**src/rtl/byte_unstriping_rx.sv**
```systemverilog
// Four-lane byte unstriper: per-lane skew FIFOs drained in strict round-robin
// lane order into a single registered byte stream.
module byte_unstriping_rx #(
    parameter int DEPTH = 4,
    parameter int PTR_W = 2
) (
    input  logic       clk,
    input  logic       reset,
    input  logic [7:0] data_in0,
    input  logic [7:0] data_in1,
    input  logic [7:0] data_in2,
    input  logic [7:0] data_in3,
    input  logic       valid_in0,
    input  logic       valid_in1,
    input  logic       valid_in2,
    input  logic       valid_in3,
    output logic [7:0] data_out,
    output logic       valid_out,
    output logic [1:0] lane_ptr,
    output logic       overflow
);

    typedef enum logic [1:0] {
        LANE0 = 2'd0,
        LANE1 = 2'd1,
        LANE2 = 2'd2,
        LANE3 = 2'd3
    } lane_state_t;

    localparam logic [PTR_W:0]   FULL_CNT = (PTR_W+1)'(DEPTH);
    localparam logic [PTR_W:0]   ZERO_CNT = (PTR_W+1)'(0);
    localparam logic [PTR_W:0]   CNT_ONE  = (PTR_W+1)'(1);
    localparam logic [PTR_W-1:0] PTR_ONE  = PTR_W'(1);
    localparam logic [PTR_W-1:0] PTR_ZERO = PTR_W'(0);

    logic [7:0]       din_s    [4];
    logic [3:0]       vin_s;
    logic [7:0]       mem_r    [4][DEPTH];
    logic [PTR_W-1:0] wr_ptr_r [4];
    logic [PTR_W-1:0] rd_ptr_r [4];
    logic [PTR_W:0]   count_r  [4];
    logic [3:0]       push_s;
    logic [3:0]       pop_s;
    logic             drop_s;
    lane_state_t      state_r;
    lane_state_t      state_nxt_s;
    logic [7:0]       data_nxt_s;
    logic             valid_nxt_s;
    logic [7:0]       data_out_r;
    logic             valid_out_r;
    logic             overflow_r;

    assign din_s[0] = data_in0;
    assign din_s[1] = data_in1;
    assign din_s[2] = data_in2;
    assign din_s[3] = data_in3;
    assign vin_s    = {valid_in3, valid_in2, valid_in1, valid_in0};

    // Push/pop qualification; a full lane still accepts a byte when it pops on the same edge
    always_comb begin
        push_s = 4'b0000;
        pop_s  = 4'b0000;
        drop_s = 1'b0;
        for (int i = 0; i < 4; i++) begin
            pop_s[i]  = (2'(i) == state_r) && (count_r[i] != ZERO_CNT);
            push_s[i] = vin_s[i] && ((count_r[i] != FULL_CNT) || pop_s[i]);
            drop_s    = drop_s | (vin_s[i] & ~push_s[i]);
        end
    end

    // Next lane and output byte; an empty current lane stalls the whole stream
    always_comb begin
        state_nxt_s = state_r;
        data_nxt_s  = data_out_r;
        valid_nxt_s = 1'b0;
        if (pop_s[state_r]) begin
            valid_nxt_s = 1'b1;
            data_nxt_s  = mem_r[state_r][rd_ptr_r[state_r]];
            case (state_r)
                LANE0:   state_nxt_s = LANE1;
                LANE1:   state_nxt_s = LANE2;
                LANE2:   state_nxt_s = LANE3;
                LANE3:   state_nxt_s = LANE0;
                default: state_nxt_s = LANE0;
            endcase
        end else begin
            state_nxt_s = state_r;
        end
    end

    // Lane sequencer state and registered outputs; overflow is sticky until reset
    always_ff @(posedge clk or posedge reset) begin
        if (reset) begin
            state_r     <= LANE0;
            data_out_r  <= 8'h00;
            valid_out_r <= 1'b0;
            overflow_r  <= 1'b0;
        end else begin
            state_r     <= state_nxt_s;
            data_out_r  <= data_nxt_s;
            valid_out_r <= valid_nxt_s;
            overflow_r  <= overflow_r | drop_s;
        end
    end

    // FIFO pointers and occupancy counts
    always_ff @(posedge clk or posedge reset) begin
        if (reset) begin
            for (int i = 0; i < 4; i++) begin
                wr_ptr_r[i] <= PTR_ZERO;
                rd_ptr_r[i] <= PTR_ZERO;
                count_r[i]  <= ZERO_CNT;
            end
        end else begin
            for (int i = 0; i < 4; i++) begin
                if (push_s[i]) begin
                    wr_ptr_r[i] <= wr_ptr_r[i] + PTR_ONE;
                end
                if (pop_s[i]) begin
                    rd_ptr_r[i] <= rd_ptr_r[i] + PTR_ONE;
                end
                case ({push_s[i], pop_s[i]})
                    2'b10:   count_r[i] <= count_r[i] + CNT_ONE;
                    2'b01:   count_r[i] <= count_r[i] - CNT_ONE;
                    default: count_r[i] <= count_r[i];
                endcase
            end
        end
    end

    // FIFO storage; contents are don't-care after reset
    always_ff @(posedge clk) begin
        for (int i = 0; i < 4; i++) begin
            if (push_s[i]) begin
                mem_r[i][wr_ptr_r[i]] <= din_s[i];
            end
        end
    end

    assign data_out  = data_out_r;
    assign valid_out = valid_out_r;
    assign lane_ptr  = state_r;
    assign overflow  = overflow_r;

endmodule
```
**config.mk**
```make
export PLATFORM = sky130hd
export DESIGN_NAME = byte_unstriping_rx
export DESIGN_NICKNAME = d
export VERILOG_FILES = /design/src/rtl/byte_unstriping_rx.sv
export SDC_FILE = /design/constraint.sdc
export NUM_CORES = 1
export LEC_CHECK = 0
export BUFFER_PORTS_ARGS = -buffer_cell sky130_fd_sc_hd__buf_4
export CAP_MARGIN = 20
export CELL_PAD_IN_SITES_DETAIL_PLACEMENT = 1
export CELL_PAD_IN_SITES_GLOBAL_PLACEMENT = 1
export CORE_ASPECT_RATIO = 1.1
export CORE_MARGIN = 4
export CORE_UTILIZATION = 45
export DETAILED_ROUTE_END_ITERATION = 16
export PLACE_DENSITY = 0.83
export SYNTH_ARGS = -nofsm -noshare
export SYNTH_HDL_FRONTEND = slang
export SYNTH_SLANG_ARGS = --single-unit
```
**constraint.sdc**
```tcl
create_clock -name clk -period 2.8 [get_ports clk]
set_input_delay 0.56 -clock clk [delete_from_list [all_inputs] [get_ports clk]]
set_output_delay 0.56 -clock clk [all_outputs]
set_load 0.005 [all_outputs]
```
=== Word level (Yosys, flattened, before mapping) ===
Memory sizes are Yosys's and may differ from the RTL's.
Index checks and enable logic that the tools add are counted.

* $add $sub $neg: 16
* Order comparisons: 11
* Equal/unequal tests: 18
* Muxes and demuxes: 30
* Bitwise gates (word level): 18
* Reductions and logical operators: 25

{| class="wikitable"
|+ Operator list
! cell !! count
|-
| 32-bit two-way mux || 4
|-
| 8-bit demux with 2-bit select || 4
|-
| 8-bit two-way mux || 6
|-
| 3-bit one-hot mux with 2 select lines || 4
|-
| 3-bit greater-or-equal comparator (second input constant) || 6
|-
| 2-bit inverter with 3-bit output || 6
|-
| 2-bit by 1-bit adder with 2-bit output (second input constant) || 8
|-
| 8-bit binary-select mux with 2-bit select || 1
|-
| 3-bit by 1-bit adder with 3-bit output (second input constant) || 4
|-
| 2-bit == test (second input constant) || 6
|-
| 1-bit logical AND || 12
|-
| 3-bit by 1-bit < comparator with 1-bit output (second input constant) || 4
|-
| 3-bit inequality test (second input constant) || 4
|-
| 3-bit nonzero test || 4
|-
| 3-bit by 1-bit subtractor with 3-bit output (second input constant) || 4
|-
| 2-bit by 1-bit == test with 1-bit output (second input constant) || 5
|-
| 2-bit one-hot mux with 4 select lines || 1
|-
| 2-bit nonzero test || 4
|-
| 1-bit two-way mux || 6
|-
| 1-bit bitwise AND || 4
|-
| 2-bit binary-select mux with 2-bit select || 1
|-
| 2-bit == test (first input constant) || 2
|-
| 1-bit logical OR || 4
|-
| 2-bit two-way mux || 2
|-
| 6 further kinds || 12
|}

* Register bits after elaboration: 40
* Memory bits (writable): 128
* Bits of input ports: 38
* Output and inout port bits: 12
* Logic and storage cells: 135
* Memories: 1

{| class="wikitable"
|+ Memories
! memory !! words !! width !! read ports !! clocked after Yosys merged registers in !! write ports !! RTL line !! RTL
|-
| mem_r || 4 || 32 || 1 || 0 || 4 || 38 || <nowiki>logic [7:0] mem_r [4][DEPTH];</nowiki>
|}

=== Depth between registers and ports, before layout ===
Gate-level depths: netlist of run 1.

* Depth after elaboration: 10
* Depth in mapped cells: 14
* Gate-level depth less buffers: 11

=== Worst setup path after synthesis of run 1 ===
No wires, ideal clock.

* Kind: reg-to-reg
* From: register state_r[0] (netlist: lane_ptr[0])
* To: register count_r[11] in the netlist's numbering
* Library setup time: 0.079 ns
* Arrival: 2.667 ns
* Data required time: 2.721 ns
* Path slack: 0.054 ns
* Stages on the path, launching flop included: 15
* Buffers on the path: 3
* Period minus slack after synthesis: 2.746 ns
* Cell sequence: dfrtp_1 buf_6 buf_4 inv_1 ha_1 nor4b_1 nor2b_1 clkbuf_1 inv_1 ha_1 inv_1 fa_1 xor2_1 nor2_1 xor2_1

* Longest elaborated chain between the ends: 6
* Elaborated cells between the ends (all ways): 8
* Those cells by class: eq/ne: 2; mux: 1; reduce/logical: 5

{| class="wikitable"
|+ RTL lines
! what !! RTL line !! RTL
|-
| start, declared || 45 || <nowiki>lane_state_t state_r;</nowiki>
|-
| start signal, assigned || 99 || <nowiki>state_r <= state_nxt_s;</nowiki>
|-
| 2-bit zero test * || 65 || <nowiki>pop_s[i] = (2'(i) == state_r) && (count_r[i] != ZERO_CNT);</nowiki>
|-
| 1-bit logical AND * || 65 ||
|-
| 1-bit logical OR || 66 || <nowiki>push_s[i] = vin_s[i] && ((count_r[i] != FULL_CNT) || pop_s[i]);</nowiki>
|-
| 1-bit logical AND || 66 ||
|-
| 2-bit by 1-bit == test with 1-bit output or 2-bit == test (tied branches) || 122 || <nowiki>case ({push_s[i], pop_s[i]})</nowiki>
|-
| 3-bit one-hot mux with 2 select lines or 2-bit nonzero test (tied branches) || - ||
|-
| end signal, assigned by index || 123 || <nowiki>2'b10: count_r[i] <= count_r[i] + CNT_ONE;</nowiki>
|-
| end signal, assigned by index || 124 || <nowiki>2'b01: count_r[i] <= count_r[i] - CNT_ONE;</nowiki>
|-
| end signal, assigned by index || 125 || <nowiki>default: count_r[i] <= count_r[i];</nowiki>
|-
| end, declared || 41 || <nowiki>logic [PTR_W:0] count_r [4];</nowiki>
|}

Mark *: on every way between the ends. The rest lies on a longest branch, timed or not.
A chain may end at the register's enable or synchronous reset.

=== Worst setup path in the final report of run 1 ===
* From: register state_r[0] (netlist: lane_ptr[0])
* To: register data_out_r[2] (netlist: data_out[2])

* Longest elaborated chain between the ends: 8
* Elaborated cells between the ends (all ways): 19
* Those cells by class: eq/ne: 3; mux: 8; bitwise: 2; reduce/logical: 5; memory: 1

{| class="wikitable"
|+ RTL lines
! what !! RTL line !! RTL
|-
| 2-bit inverter with 3-bit output (implied by the code) || 78 || <nowiki>data_nxt_s = mem_r[state_r][rd_ptr_r[state_r]];</nowiki>
|-
| 2-bit binary-select mux with 2-bit select || 78 ||
|-
| 2-bit two-way mux (implied by the code) (2 in series) || 78 ||
|-
| 2-bit inverter with 3-bit output (implied by the code) || 78 ||
|-
| 8-bit binary-select mux with 2-bit select || 78 ||
|-
| 8-bit two-way mux (implied by the code) (2 in series) || 78 ||
|-
| end signal, assigned || 100 || <nowiki>data_out_r <= data_nxt_s;</nowiki>
|-
| end, declared || 49 || <nowiki>logic [7:0] data_out_r;</nowiki>
|}

Parallel ways exist; a longest one is shown, timed or not. The select of a mux whose other input is x is not followed.

==> flow_summary.toml, run 1 <==
[cts]
cts_tree = "done"
insertion_delay_ns = 0.42
cts_buffers = 17
cts_setup_buffers = 0
cts_buffer_depth = 2
path_clk_slew_ns = 0.07
h-tree-depth = 4
clockRootBuffer = "clkbuf_16"
cts_hold_buf = 0
cts_resized = 0
cts_num_sinks = 168

[timing]
rsz0062_at_grt = "false"
worst_hold_slack_ns = 0.0886
setup_tns_ns = 0
fin_worst_skew_ns = 0.0179
fin_ws_ns = 0.254
setup_violations = 0
maxSlewViolCount = 0
hold_violations = 0
timing_worst_slew_pin_value_ns = 0.656
slew_headroom_pct = 56.2
finalCritPeriodShare_pct = 90.9
min_period_ns = 2.55
fmax_mhz = 393

[drt]
ant_nets = 0
first_pass_iters = 5
wl_um = 16200
wl_per_cell_um = 23.8
drtIter0Drc = 341
vias_per_cell = 5.36
route.detailed.drc = 0
num_vias = 3637

[logic_synthesis]
postSynthCellCount = 401
synth_cell_types = 40
syn_nets = 464
syn_area_um2 = 7160
ys.flop_type = "edfxtp_1"
async_flop_share_pct = 23.8
syn_avg_cell_area_um2 = 17.9
synth_area_leaders = "edfxtp_1 (54%), dfrtp_1 (14%), mux4_2 (10%)"
yosysTopAreaCellShare_pct = 53.7
synth_edf_count = 128
ys_warn_count = 0
ys_seq_area_share_pct = 67.6
synth_largest_area_cell = "edfxtp_1"
ys_seq_elements = 168

[power_and_ir_drop]
internal-power_mw = 6.15
p_comb_share_pct = 36.3
swShare_pct = 34.1
switchingPower_mw = 3.19
cellLeakagePower_nw = 3.12
clockPowerShare_pct = 22.9
p_per_area_nw_per_um2 = 1120
vdd_ir_drop_max_mv = 0.567
p_seq_share_pct = 40.8

[worst_setup_path]
critPathTopFamily = "multiplexers"
end_kind = "register"
crit_path_top_delay_cell = "mux4_2"
worst_setup_path_start_kind = "register"
critPathArrivalTime_ns = 2.88
slowest_delay_ns = 0.87
crit_path_max_fanout = 34
critPathRequiredTime_ns = 3.13
worst-path-buf-inv = 1
crit_type = "register to register"
crit_chain = "buf_4 > mux4_2 > mux2i_1 > mux2_2 > o21ai_1"

[run]
maxCapViolations = 0

[place]
io_buffers = 49
placedCellCount = 646
dpl_cell_area_um2 = 7760
pre_cts_ws_ns = 0.267
place_congestion = 0.774
place_hpwl_um = 10600

[floorplanning]
io_pins = 50
core_um2 = 15700
fp-row-count = 48
die_area_um2 = 18000
die_w_um = 128
fp.dieH_um = 140
initial_utilization_pct = 45.7

[grt]
groute.usage.overall_pct = 19.4
grt_pass1_wl_um = 25200
grt_pass1_vias = 4200
globalRouteOverflowTotal = 0
antenna_found_initial = 0
grt_max_degree = 35

[cells_and_area]
finalInstanceArea_um2 = 8310
multi_input_area_um2 = 2110
drive_gt1_share_pct = 29.9
fillers = 1443
seq_area_um2 = 4850
final_nets = 528
diodes = 0
syn2layout_area_growth_pct = 15.9
stdcell_count = 678

[hold_path]
min_path_type = "input port to asynchronous set/reset pin"

[outcome]
status = "complete, no violations"
-- logic make-up after synthesis --
logic type	count (synthesis)	share of synthesized area, %
XOR/XNOR	21	2.57
adder cells (fa/ha/maj)	25	4.79
buffers and inverters	42	2.90
AO/OA/AOI/OAI	29	2.97
flip-flops	168	67.6
AND/OR/NAND/NOR	53	4.00
multiplexers	63	15.2
-- state kept, by name, indices dropped and copies added (netlist names) --
name	count
data_out	8
overflow	1
rd_ptr_r	8
wr_ptr_r	8
count_r	12
valid_out	1
lane_ptr	2
mem_r	128
-- layout by cell type (no fill, tap or decap), types with 3 or more instances in the layout --
cell        instances
and2_1             16
buf_4              60
clkbuf_16          17
clkinv_4            5
clkinvlp_4          4
dfrtp_1            39
edfxtp_1          128
fa_1                4
ha_1               21
inv_1              24
inv_2               3
inv_6               3
mux2_2              8
mux2i_1            20
mux4_2             33
nand2_1            17
nor2_1              4
nor2b_1             4
nor4b_1             4
o21ai_0             7
o21ai_1             7
o31ai_1             3
xnor2_1            16
xor2_1              5
-- power groups by stage --
stage | Clock, mW | Combinational [mW] | Sequential [mW]
finish | 2.14 | 3.39 | 3.81
global route | 2.31 | 3.71 | 3.88
CTS | 2.18 | 3.44 | 3.82
detailed placement | 0 | 3.37 | 3.84
global placement | 0 | 3.18 | 3.79
floorplan | 0 | 2.59 | 3.71
-- stage by stage --
stage | util, % | power (mW)
3_3_place_gp | 49.5 | 6.97
5_1_grt | 53.0 | 9.90
6_report | 53.0 | 9.34
4_1_cts | 53.0 | 9.44
2_1_floorplan | - | 6.30
3_5_place_dp | 49.5 | 7.22
-- final timing paths --
check | endpoint | start | slack (ns) | cells past startpoint
worst min register to register | rd_ptr_r[1]$_DFFE_PP0P_ | rd_ptr_r[1]$_DFFE_PP0P_ | 0.47 | 1
min in group clk | mem_r[1][24]$_DFFE_PP_ | data_in1[0] | 0.34 | 1
worst max-delay path | data_out[2]$_DFFE_PP0P_ | lane_ptr[0]$_DFFE_PP0P_ | 0.25 | 5
worst max register to register | data_out[2]$_DFFE_PP0P_ | lane_ptr[0]$_DFFE_PP0P_ | 0.25 | 5
worst min-delay path | wr_ptr_r[7]$_DFFE_PP0P_ | reset | 0.09 | 2
max in group asynchronous | lane_ptr[0]$_DFFE_PP0P_ | reset | 1.98 | 3
-- layout make-up --
cell class / instances / area share [%]
clock buffer: 18 / 5.17
clock inverter: 14 / 1.40
inverter: 27 / 1.22
multi-input combinational: 191 / 25.4
sequential: 168 / 58.3
tap: 200 / 3.01
timing repair buffer: 60 / 5.42
-- cells in the mapped netlist (5+ instances only) --
master / number
mux4_2: 33
o21ai_1: 7
inv_1: 25
mux2i_1: 20
edfxtp_1: 128
buf_2: 5
mux2_2: 8
xor2_1: 5
o21ai_0: 7
and2_1: 16
nand2_1: 17
dfrtp_1: 40
xnor2_1: 16
ha_1: 21
-- per-layer routing --
layer	vias up	part of all wire, %	GRT usage, %
met5	-	0	0
met4	0	1.1	5.92
met3	9	6.3	4.42
met2	110	54	33.8
met1	1875	39	24.0
li1	1643	-	-
Power figures use the tool's default switching activity.
==> run 2: changes to the inputs <==
Settings changed: ABC_AREA set to 1, CORE_UTILIZATION 45 to 43, PLACE_DENSITY 0.83 to 0.86.
==> flow_summary.toml, run 2 <==
[outcome]
status = "complete, no violations"

[worst_setup_path]
cpMostUsedCell = "nand2_1"
crit_path_top_delay_cell = "dfrtp_2"
worst-path-buf-inv = 3
worst_setup_path_start_kind = "register"
critPathArrivalTime_ns = 2.69
crit_chain = "buf_4 > ha_1 > nand2_1 > nor2_1 > inv_1 > fa_1 > inv_1 > nand2_1 > o21ai_0 > nand2_1 > nand2_1"
slowest_delay_ns = 0.41
crit_type = "register to register"
critPathTopFamily = "adder cells"
end_kind = "register"
crit_path_max_fanout = 36
critPathRequiredTime_ns = 3.17

[cells_and_area]
final_cell_mix = "nand2_1 (303), inv_1 (183), edfxtp_1 (128)"
seq_area_um2 = 4850
drive_gt1_share_pct = 11.4
syn2layout_area_growth_pct = 15.3
stdcell_count = 1183
largest_register_ffs = 128
multi_input_area_um2 = 2280
final_util_pct = 50.4
final_nets = 991
mostFrequentLayoutCell = "nand2_1"
diodes = 0
fillers = 2116

[timing]
slew_headroom_pct = 50.6
fin_worst_skew_ns = 0.00674
fin_ws_ns = 0.478
maxSlewViolCount = 0
finalCritPeriodShare_pct = 82.9
timing_worst_slew_pin_value_ns = 0.742
min_period_ns = 2.32
rsz0062_at_grt = "false"
setup_violations = 0
fmax_mhz = 431
hold_violations = 0
setup_tns_ns = 0

[logic_synthesis]
synth_most_common_cell = "nand2_1"
synth-simple-area-share_pct = 21.2
synth_cell_types = 25
ys_warn_count = 0
yosys-top-cells-count = "nand2_1 (303), inv_1 (184), edfxtp_1 (128), nand3_1 (73), dfrtp_1 (40)"
ys.flop_type = "edfxtp_1"
ys_seq_elements = 168
synthAdderAreaFrac_pct = 4.27
syn_avg_cell_area_um2 = 9.30
async_flop_share_pct = 23.8
synth_edf_count = 128
syn_nets = 926
syn_area_um2 = 8020
synth_largest_area_cell = "edfxtp_1"
ys_seq_area_share_pct = 60.4
synth-compound-area-share_pct = 1.25
synth_xor_area_share_pct = 1.75
synthMuxAreaShare_pct = 0
yosysTopAreaCellShare_pct = 47.9
synth_area_leaders = "edfxtp_1 (48%), nand2_1 (14%), dfrtp_1 (12%)"
synth_top_family_by_area = "simple AND/OR/NAND/NOR gates"
postSynthCellCount = 863

[run]
maxCapViolations = 0

[cts]
cts_num_sinks = 168
cts_hold_buf = 0
cts_buffer_depth = 2
cts_tree = "done"
h-tree-depth = 4
path_clk_slew_ns = 0.06
cts_setup_buffers = 0
cts_buffers = 17
insertion_delay_ns = 0.43
cts_resized = 0
clockRootBuffer = "clkbuf_16"

[floorplanning]
fp-row-count = 52
io_pins = 50
fp.dieH_um = 151
die_w_um = 138
initial_utilization_pct = 43.7
core_um2 = 18300
die_area_um2 = 20900

[hold_path]
min_path_type = "input port to asynchronous set/reset pin"

[grt]
groute.usage.overall_pct = 20.4
globalRouteOverflowTotal = 0
grt_max_degree = 72
grt_pass1_wl_um = 33100
antenna_found_initial = 0
grt_pass1_vias = 6219

[place]
place_hpwl_um = 14200
place_congestion = 0.832
pre_cts_ws_ns = 0.501
placedCellCount = 1152
io_buffers = 49

[power_and_ir_drop]
finalPower_mw = 10.4
cellLeakagePower_nw = 4.56
p_per_area_nw_per_um2 = 1130
vdd_ir_drop_max_mv = 0.557

[drt]
first_pass_iters = 4
drtIter0Drc = 506
num_vias = 5717
vias_per_cell = 4.83
wl_per_cell_um = 17.3
wl_um = 20400
ant_nets = 0
route.detailed.drc = 0
[run 2: changes by cell type after synthesis, moves of 7 or more]
cell | before | now
a21oi_1 | 1 | 8
and2_1 | 16 | 0
buf_2 | 5 | 13
inv_1 | 25 | 184
mux2_2 | 8 | 0
mux2i_1 | 20 | 0
mux4_2 | 33 | 0
nand2_1 | 17 | 303
nand3_1 | 1 | 73
nor2_1 | 4 | 37
xnor2_1 | 16 | 3
xor2_1 | 5 | 13
[run 2: worst paths after layout]
check | from | endpoint | slack, ns | depth (start not counted)
max | lane_ptr[0]$_DFFE_PP0P_ | count_r[2]$_DFFE_PP0P_ | 0.48 | 11
min | reset | count_r[8]$_DFFE_PP0P_ | 0.26 | 3
max reg2reg | lane_ptr[0]$_DFFE_PP0P_ | count_r[2]$_DFFE_PP0P_ | 0.48 | 11
min reg2reg | rd_ptr_r[3]$_DFFE_PP0P_ | rd_ptr_r[3]$_DFFE_PP0P_ | 0.48 | 1
max in group asynchronous | reset | lane_ptr[0]$_DFFE_PP0P_ | 2.13 | 3
min in group clk | data_in1[3] | mem_r[1][19]$_DFFE_PP_ | 0.34 | 1
[run 2: cell type report]
| class | instances | share of cell area, % |
|---|---|---|
| Clock inverter | 10 | 1.39 |
| Inverter | 187 | 7.64 |
| Tap cell | 243 | 3.29 |
| Clock buffer | 21 | 4.76 |
| Timing Repair Buffer | 72 | 5.84 |
| Multi-Input combinational cell | 482 | 24.7 |
| Sequential cell | 168 | 52.4 |
[run 2: tightest hold or removal path: stages]
cell and delay, ns:
buf_4 0.11, clkinv_1 0.03, buf_4 0.44
[run 2: logic make-up after synthesis]
family	after synthesis
flops	168
compound gates	19
buf+inv	213
xor+xnor	16
fa+ha+maj	25
simple gates	422
[run 2: per-stage QoR]
step / area [um^2] / hold WS, ns
3_5_place_dp: 8680 / 0.460
4_1_cts: 9250 / 0.272
2_1_floorplan: 8020 / 0.442
6_report: 9250 / 0.257
3_3_place_gp: 8680 / 0.457
5_1_grt: 9250 / 0.296
[run 2: metal layers]
layer | GRT usage, % | vias to the layer above | wire (um)
met4 | 7.61 | 0 | 559
li1 | - | 2760 | -
met2 | 36.1 | 125 | 10300
met3 | 3.57 | 29 | 692
met1 | 25.3 | 2803 | 8930
met5 | 0 | - | 0
[run 2: report_power, final]
part           switching (mW)  total (mW)  leakage, nW  internal [mW]
combinational            3.03        4.41         2.64           1.38
sequential              0.333        3.74         1.64           3.41
clock                   0.912        2.30        0.277           1.39
total                    4.27        10.4         4.56           6.18
